--- src/rtl/spike_rate_decoder.sv ---
// spike_rate_decoder
// Receiver side of the neuron spike interface. It turns a 1-bit spike train
// into two measurements:
//   - rate: rising edges counted over a programmable window. Results leave
//     through a valid/ready handshake.
//   - ISI: inter-spike interval in clock cycles. Each result is reported as a
//     one-cycle pulse.
// A spike held high for several cycles counts once. Both counters saturate
// instead of wrapping.
module spike_rate_decoder #(
    parameter int CNT_W = 8,
    parameter int ISI_W = 12,
    parameter int WIN_W = 8
) (
    input  logic             clk,
    input  logic             reset_n,
    input  logic             enable,
    input  logic             spike_in,
    input  logic [WIN_W-1:0] window_len,
    output logic [CNT_W-1:0] rate_out,
    output logic             out_valid,
    input  logic             out_ready,
    output logic             overrun,
    output logic [ISI_W-1:0] isi_out,
    output logic             isi_valid
);

    typedef enum logic {
        IDLE = 1'b0,
        RUN  = 1'b1
    } state_t;

    localparam logic [CNT_W-1:0] CNT_MAX = '1;
    localparam logic [ISI_W-1:0] ISI_MAX = '1;
    localparam logic [ISI_W-1:0] ISI_ONE = ISI_W'(1);
    localparam logic [WIN_W:0]   WIN_ONE = (WIN_W + 1)'(1);

    state_t           state;
    state_t           state_next;
    logic             spike_q;
    logic             spike_edge;
    logic [WIN_W:0]   win_cnt;     // one extra bit so a length of 2^WIN_W fits
    logic [WIN_W:0]   win_load;
    logic             win_last;
    logic [CNT_W-1:0] spk_cnt;
    logic [CNT_W-1:0] spk_next;
    logic [ISI_W-1:0] isi_cnt;
    logic             seen_first;

    // A rising edge is the only event that counts, so a held-high spike is seen once.
    assign spike_edge = spike_in & ~spike_q;

    // A window_len of zero encodes the longest window, 2^WIN_W cycles.
    assign win_load = (window_len == '0) ? {1'b1, {WIN_W{1'b0}}} : {1'b0, window_len};
    assign win_last = (win_cnt == WIN_ONE);

    // Saturating spike count that includes the current cycle's edge.
    // On the last cycle of a window this value becomes the published result.
    assign spk_next = (spike_edge && (spk_cnt != CNT_MAX)) ? spk_cnt + 1'b1 : spk_cnt;

    // State register.
    // NOTE: reset here is synchronous and active-low. reset_n is sampled
    // like any other input, so it belongs inside the clocked branch and not
    // in the sensitivity list.
    always_ff @(posedge clk) begin
        if (!reset_n) begin
            state <= IDLE;
        end else begin
            state <= state_next;
        end
    end

    // Next-state logic.
    // enable alone moves the FSM between IDLE and RUN.
    // NOTE: state_next gets a default before the case statement. That way
    // every path assigns it and no latch can be inferred.
    always_comb begin
        state_next = state;
        case (state)
            IDLE:    if (enable)  state_next = RUN;
            RUN:     if (!enable) state_next = IDLE;
            default: state_next = IDLE;
        endcase
    end

    // Spike history for edge detection. It tracks the input in every state.
    // NOTE: all clocked state uses non-blocking assignments. Every register
    // then sees the pre-edge values of the others, whatever order the
    // statements appear in.
    always_ff @(posedge clk) begin
        if (!reset_n) begin
            spike_q <= 1'b0;
        end else begin
            spike_q <= spike_in;
        end
    end

    // Window counter, rate result with handshake, and ISI measurement.
    always_ff @(posedge clk) begin
        if (!reset_n) begin
            win_cnt    <= '0;
            spk_cnt    <= '0;
            isi_cnt    <= '0;
            seen_first <= 1'b0;
            rate_out   <= '0;
            out_valid  <= 1'b0;
            overrun    <= 1'b0;
            isi_out    <= '0;
            isi_valid  <= 1'b0;
        end else begin
            isi_valid <= 1'b0;

            // A consumer may take a pending result in any state. A window
            // that ends in the same cycle re-raises out_valid below.
            if (out_valid && out_ready) begin
                out_valid <= 1'b0;
            end

            if (state == IDLE) begin
                // IDLE clears the measurement state but keeps any pending result.
                win_cnt    <= enable ? win_load : '0;
                spk_cnt    <= '0;
                isi_cnt    <= '0;
                seen_first <= 1'b0;
                overrun    <= 1'b0;
            end else if (enable) begin
                if (win_last) begin
                    // Last cycle of the window: publish the count and start
                    // the next window with no dead cycle in between.
                    rate_out  <= spk_next;
                    out_valid <= 1'b1;
                    if (out_valid && !out_ready) begin
                        overrun <= 1'b1;
                    end
                    spk_cnt <= '0;
                    win_cnt <= win_load;
                end else begin
                    spk_cnt <= spk_next;
                    win_cnt <= win_cnt - 1'b1;
                end

                if (spike_edge) begin
                    // Restart the interval timer.
                    // The first edge after entering RUN has nothing to measure against.
                    isi_cnt    <= ISI_ONE;
                    seen_first <= 1'b1;
                    if (seen_first) begin
                        isi_out   <= isi_cnt;
                        isi_valid <= 1'b1;
                    end
                end else if (seen_first && (isi_cnt != ISI_MAX)) begin
                    isi_cnt <= isi_cnt + 1'b1;
                end
            end
            // RUN with enable low: the partial window is abandoned and IDLE
            // clears it on the next cycle.
        end
    end

endmodule

--- config.mk ---
export PLATFORM = sky130hd
export DESIGN_NAME = spike_rate_decoder
export DESIGN_NICKNAME = d
export VERILOG_FILES = /design/src/rtl/spike_rate_decoder.sv
export SDC_FILE = /design/constraint.sdc
export NUM_CORES = 1
export LEC_CHECK = 0
export CORE_ASPECT_RATIO = 1.2
export CORE_MARGIN = 5
export CORE_UTILIZATION = 40
export CTS_CLUSTER_DIAMETER = 150
export DETAILED_ROUTE_END_ITERATION = 10
export GPL_TIMING_DRIVEN = 0
export PLACE_DENSITY = 0.75
export SLEW_MARGIN = 25
export SYNTH_ARGS = -nofsm -noshare
export SYNTH_HDL_FRONTEND = slang
export SYNTH_SLANG_ARGS = --single-unit
--- constraint.sdc ---
create_clock -name clk -period 2 [get_ports clk]
set_clock_uncertainty 0.15 [all_clocks]
set_input_delay 0.4 -clock clk [delete_from_list [all_inputs] [get_ports clk]]
set_output_delay 0.4 -clock clk [all_outputs]
set_load 0.05 [all_outputs]
==> flow_summary_export.csv <==
group,metric,value,unit
setup_path,worstPathCellList,"or4_4, or4_4, nand2_8, mux2i_2, o21ai_1",
routing,vias,2446,
status,status,"finished with violations",
pwr,p_int,1.51,mW
final_layout,final_area,0.00351,mm2
sta,finalHoldViolCount,0,
floorplan,die_w,84.3,um
synthesis,ys_ff_latch,55,
grt,grt_pass1_wl,12000,um
placement,dpl_cell_area,0.00313,mm2
synthesis,synth_warnings,0,
sta,fin_tns_setup,-538,ps
sta,final-setup-viol-count,14,
sta,relSlewSlack,56.6,%
synthesis,avgSynthCellArea,8.80,um2
placement,place_congestion,0.874,
worst_hold_path,worstHoldPathCells,2,
synthesis,synth_most_common_cell,"dfxtp_1",
floorplan,core,0.00645,mm2
sta,maxSlewViolCount,0,
pwr,combPwrFrac,12.8,%
grt,grt_overflow_total,0,
sta,hold_ws,336,ps
clocking,cts_buffers,5,
setup_path,crit_fanout,6,
grt,antenna_found_initial,0,
final_layout,regArea,0.00111,mm2
placement,dp_slack,-846,ps
placement,dpl.hpwl,4590,um
synthesis,async_flop_share,0,%
sta,fmax,0.472,GHz
synthesis,synth_flop_cell,"dfxtp_1",
synthesis,syn_nets,318,
floorplan,die_height,99.1,um
floorplan,row_count,32,
worst_hold_path,hold_path_class,"reg -> reg",
pwr,seq_power_share,55.4,%
synthesis,synth_edf_count,0,
floorplan,ios,36,
final_layout,fin_cells,442,
routing,dr.pass1.iters,5,
setup_path,critPathRequiredTime,2050,ps
final_layout,postLayoutCoreUtil,54.4,%
worst_hold_path,min_from,"overrun",
final_layout,multiInputGateArea,0.00165,mm2
routing,drc_errors,0,
final_layout,nets,373,
placement,port-buffer-count,35,
floorplan,dieArea,0.00836,mm2
pwr,p_total,2.04,mW
grt,gr-usage-all-layers,17.3,%
grt,grt_max_degree,17,
setup_path,r2r_slack,-120,ps
routing,drt-total-wl,6900,um
final_layout,n_antenna_cell,0,
setup_path,critPathTopFamily,"simple AND/OR/NAND/NOR gates",
grt,first_global_vias,2539,
clocking,clk_pin_slew,100,ps
sta,fin_ws,-117,ps
clocking,cts_root_buf,"clkbuf_8",
setup_path,cp-start-kind,"flip-flop",
status,failed_checks,"negative setup slack",
synthesis,yosysSeqAreaShare,41.6,%
synthesis,synth_area_leader_cell,"dfxtp_1",
setup_path,reg2reg_depth,5,
placement,dp_cells,421,
setup_path,cpMostUsedCell,"or4_4",
sta,rsz0062_at_grt,"true",
setup_path,crit_path_end_kind,"flip-flop",
clocking,h-tree-depth,2,
setup_path,r2r-start,"win_cnt[3]",
flow_run,cap_viol_max_count,0,
sta,period_needed,2120,ps
setup_path,crit_type,"reg -> reg",
synthesis,synth_cell_types,59,
pwr,pwr-share-clk,31.8,%
pwr,power_density,582,mW/mm2
routing,dr.first_iter.drc_count,192,
setup_path,cpPeakStageDelay,570,ps
pwr,p_leak,1.38,nW
synthesis,syn_area,0.00265,mm2
final_layout,drive_gt1_share,21.8,%
pwr,switching_power,0.534,mW
routing,wl_per_cell,15.6,um
sta,tightest_slew,644,ps
worst_hold_path,holdPathEnd,"overrun",
clocking,clk_path_buf_depth,2,
final_layout,area_delta_synth_final,32.4,%
clocking,hold_buffers,0,
routing,drtAntennaViolNets,0,
synthesis,yosysTopAreaCellShare,41.6,%
synthesis,yosys-top-cells-area,"dfxtp_1, nor2_1, mux2i_1",
synthesis,syn_inst,301,
setup_path,worstPathArrival,2160,ps
setup_path,critical_path_buf_inv_count,0,
setup_path,r2r-end,"win_cnt[5]",
sta,period_share,106,%
clocking,cts_tree,"yes",
setup_path,critPathSlowestCell,"or4_4",
floorplan,start_util,41.1,%
routing,vias_per_cell,5.53,
clocking,cts_sinks,55,
synthesis,ys_top_cells_by_count,"dfxtp_1, nor2_1, a21oi_1",
pwr,ir_worst_vdd,367,uV
final_layout,n_fill_cell,567,
pwr,swShare,26.2,%
clocking,clk_latency,310,ps
what timing repair did:
item | in CTS | in global routing
setup endpoints to repair | 73 | 33
resized for setup | 57 | 24
pin swaps | 9 | 7
setup buffers | 12 | 2
cloned | 3 | 0
power by group through the flow:
stage / clock network, mW / registers, mW / logic, mW
2_1_floorplan: 0 / 1.15 / 0.135
3_3_place_gp: 0 / 1.15 / 0.205
3_5_place_dp: 0 / 1.15 / 0.208
4_1_cts: 0.661 / 1.13 / 0.252
5_1_grt: 0.702 / 1.13 / 0.281
6_report: 0.650 / 1.13 / 0.262
state kept, by name, summed over array words and instances (netlist names):
| register | flops |
|---|---|
| spike_q | 1 |
| isi_out | 12 |
| win_cnt | 9 |
| spk_cnt | 8 |
| state | 1 |
| isi_valid | 1 |
| rate_out | 8 |
| overrun | 1 |
| seen_first | 1 |
| isi_cnt | 12 |
| out_valid | 1 |
area by class of cell:
cell class	count	share of cell area, %
inverter	6	0.642
sequential	55	31.5
clock buffer	7	2.46
tap	85	3.03
timing repair buffer	49	12.8
clock inverter	1	0.250
buffer	11	2.28
multi-input combinational	228	47.0
worst max-delay path by stage:
stage | start | end | slack (ps) | cells past startpoint
floorplan | win_cnt[3] | spk_cnt[5] | -120 | 7
global placement | spike_in | isi_out[9] | -840 | 7
detailed placement | spike_in | isi_out[4] | -850 | 7
CTS | win_cnt[3] | win_cnt[5] | -160 | 6
global route | win_cnt[3] | win_cnt[5] | -190 | 5
finish | win_cnt[3] | win_cnt[5] | -120 | 5
logic make-up after synthesis:
kind of cell               count (synthesis)  share of synthesized area [%]
and+or+nand+nor                          129                           26.5
AOI/OAI and AO/OA                         64                           15.9
DFF                                       55                           41.6
buffers and inverters                     20                           3.92
xor gates and xnor gates                  15                           4.96
muxes                                     14                           5.34
adders and majority gates                  4                           1.89
layer usage:
metal  share of wire (%)  vias up  GRT usage [%]
li1                    -     1196              -
met1                  43     1179           19.2
met2                  53       58           33.1
met3                 2.9       13           2.90
met4                 1.8        0           5.69
met5                   0        -              0
worst min-delay path, stage by stage, from the launching register on:
cell and delay [ps]:
dfxtp_1 340, a31oi_1 40, nor2_1 70
cell usage in the layout (no fill, tap or decap), types with 5 or more instances in the layout:
| master | synthesis | final |
|---|---|---|
| dfxtp_1 | 55 | 53 |
| nor2_1 | 41 | 38 |
| dlygate4sd2_1 | 0 | 23 |
| nand2_1 | 17 | 16 |
| mux2i_1 | 13 | 12 |
| a21oi_1 | 18 | 12 |
| clkdlybuf4s50_1 | 0 | 11 |
| buf_4 | 1 | 11 |
| nand3_1 | 11 | 9 |
| xnor2_1 | 9 | 9 |
| o21ai_1 | 3 | 8 |
| clkbuf_8 | 0 | 8 |
| nor3_1 | 8 | 7 |
| a21oi_2 | 1 | 7 |
| nand4_1 | 6 | 6 |
| xor2_1 | 6 | 6 |
| inv_1 | 5 | 5 |
| clkbuf_1 | 7 | 5 |
| nor4_1 | 7 | 5 |
| or3_1 | 5 | 5 |
| nor2b_1 | 6 | 5 |
Power figures use the tool's default switching activity.
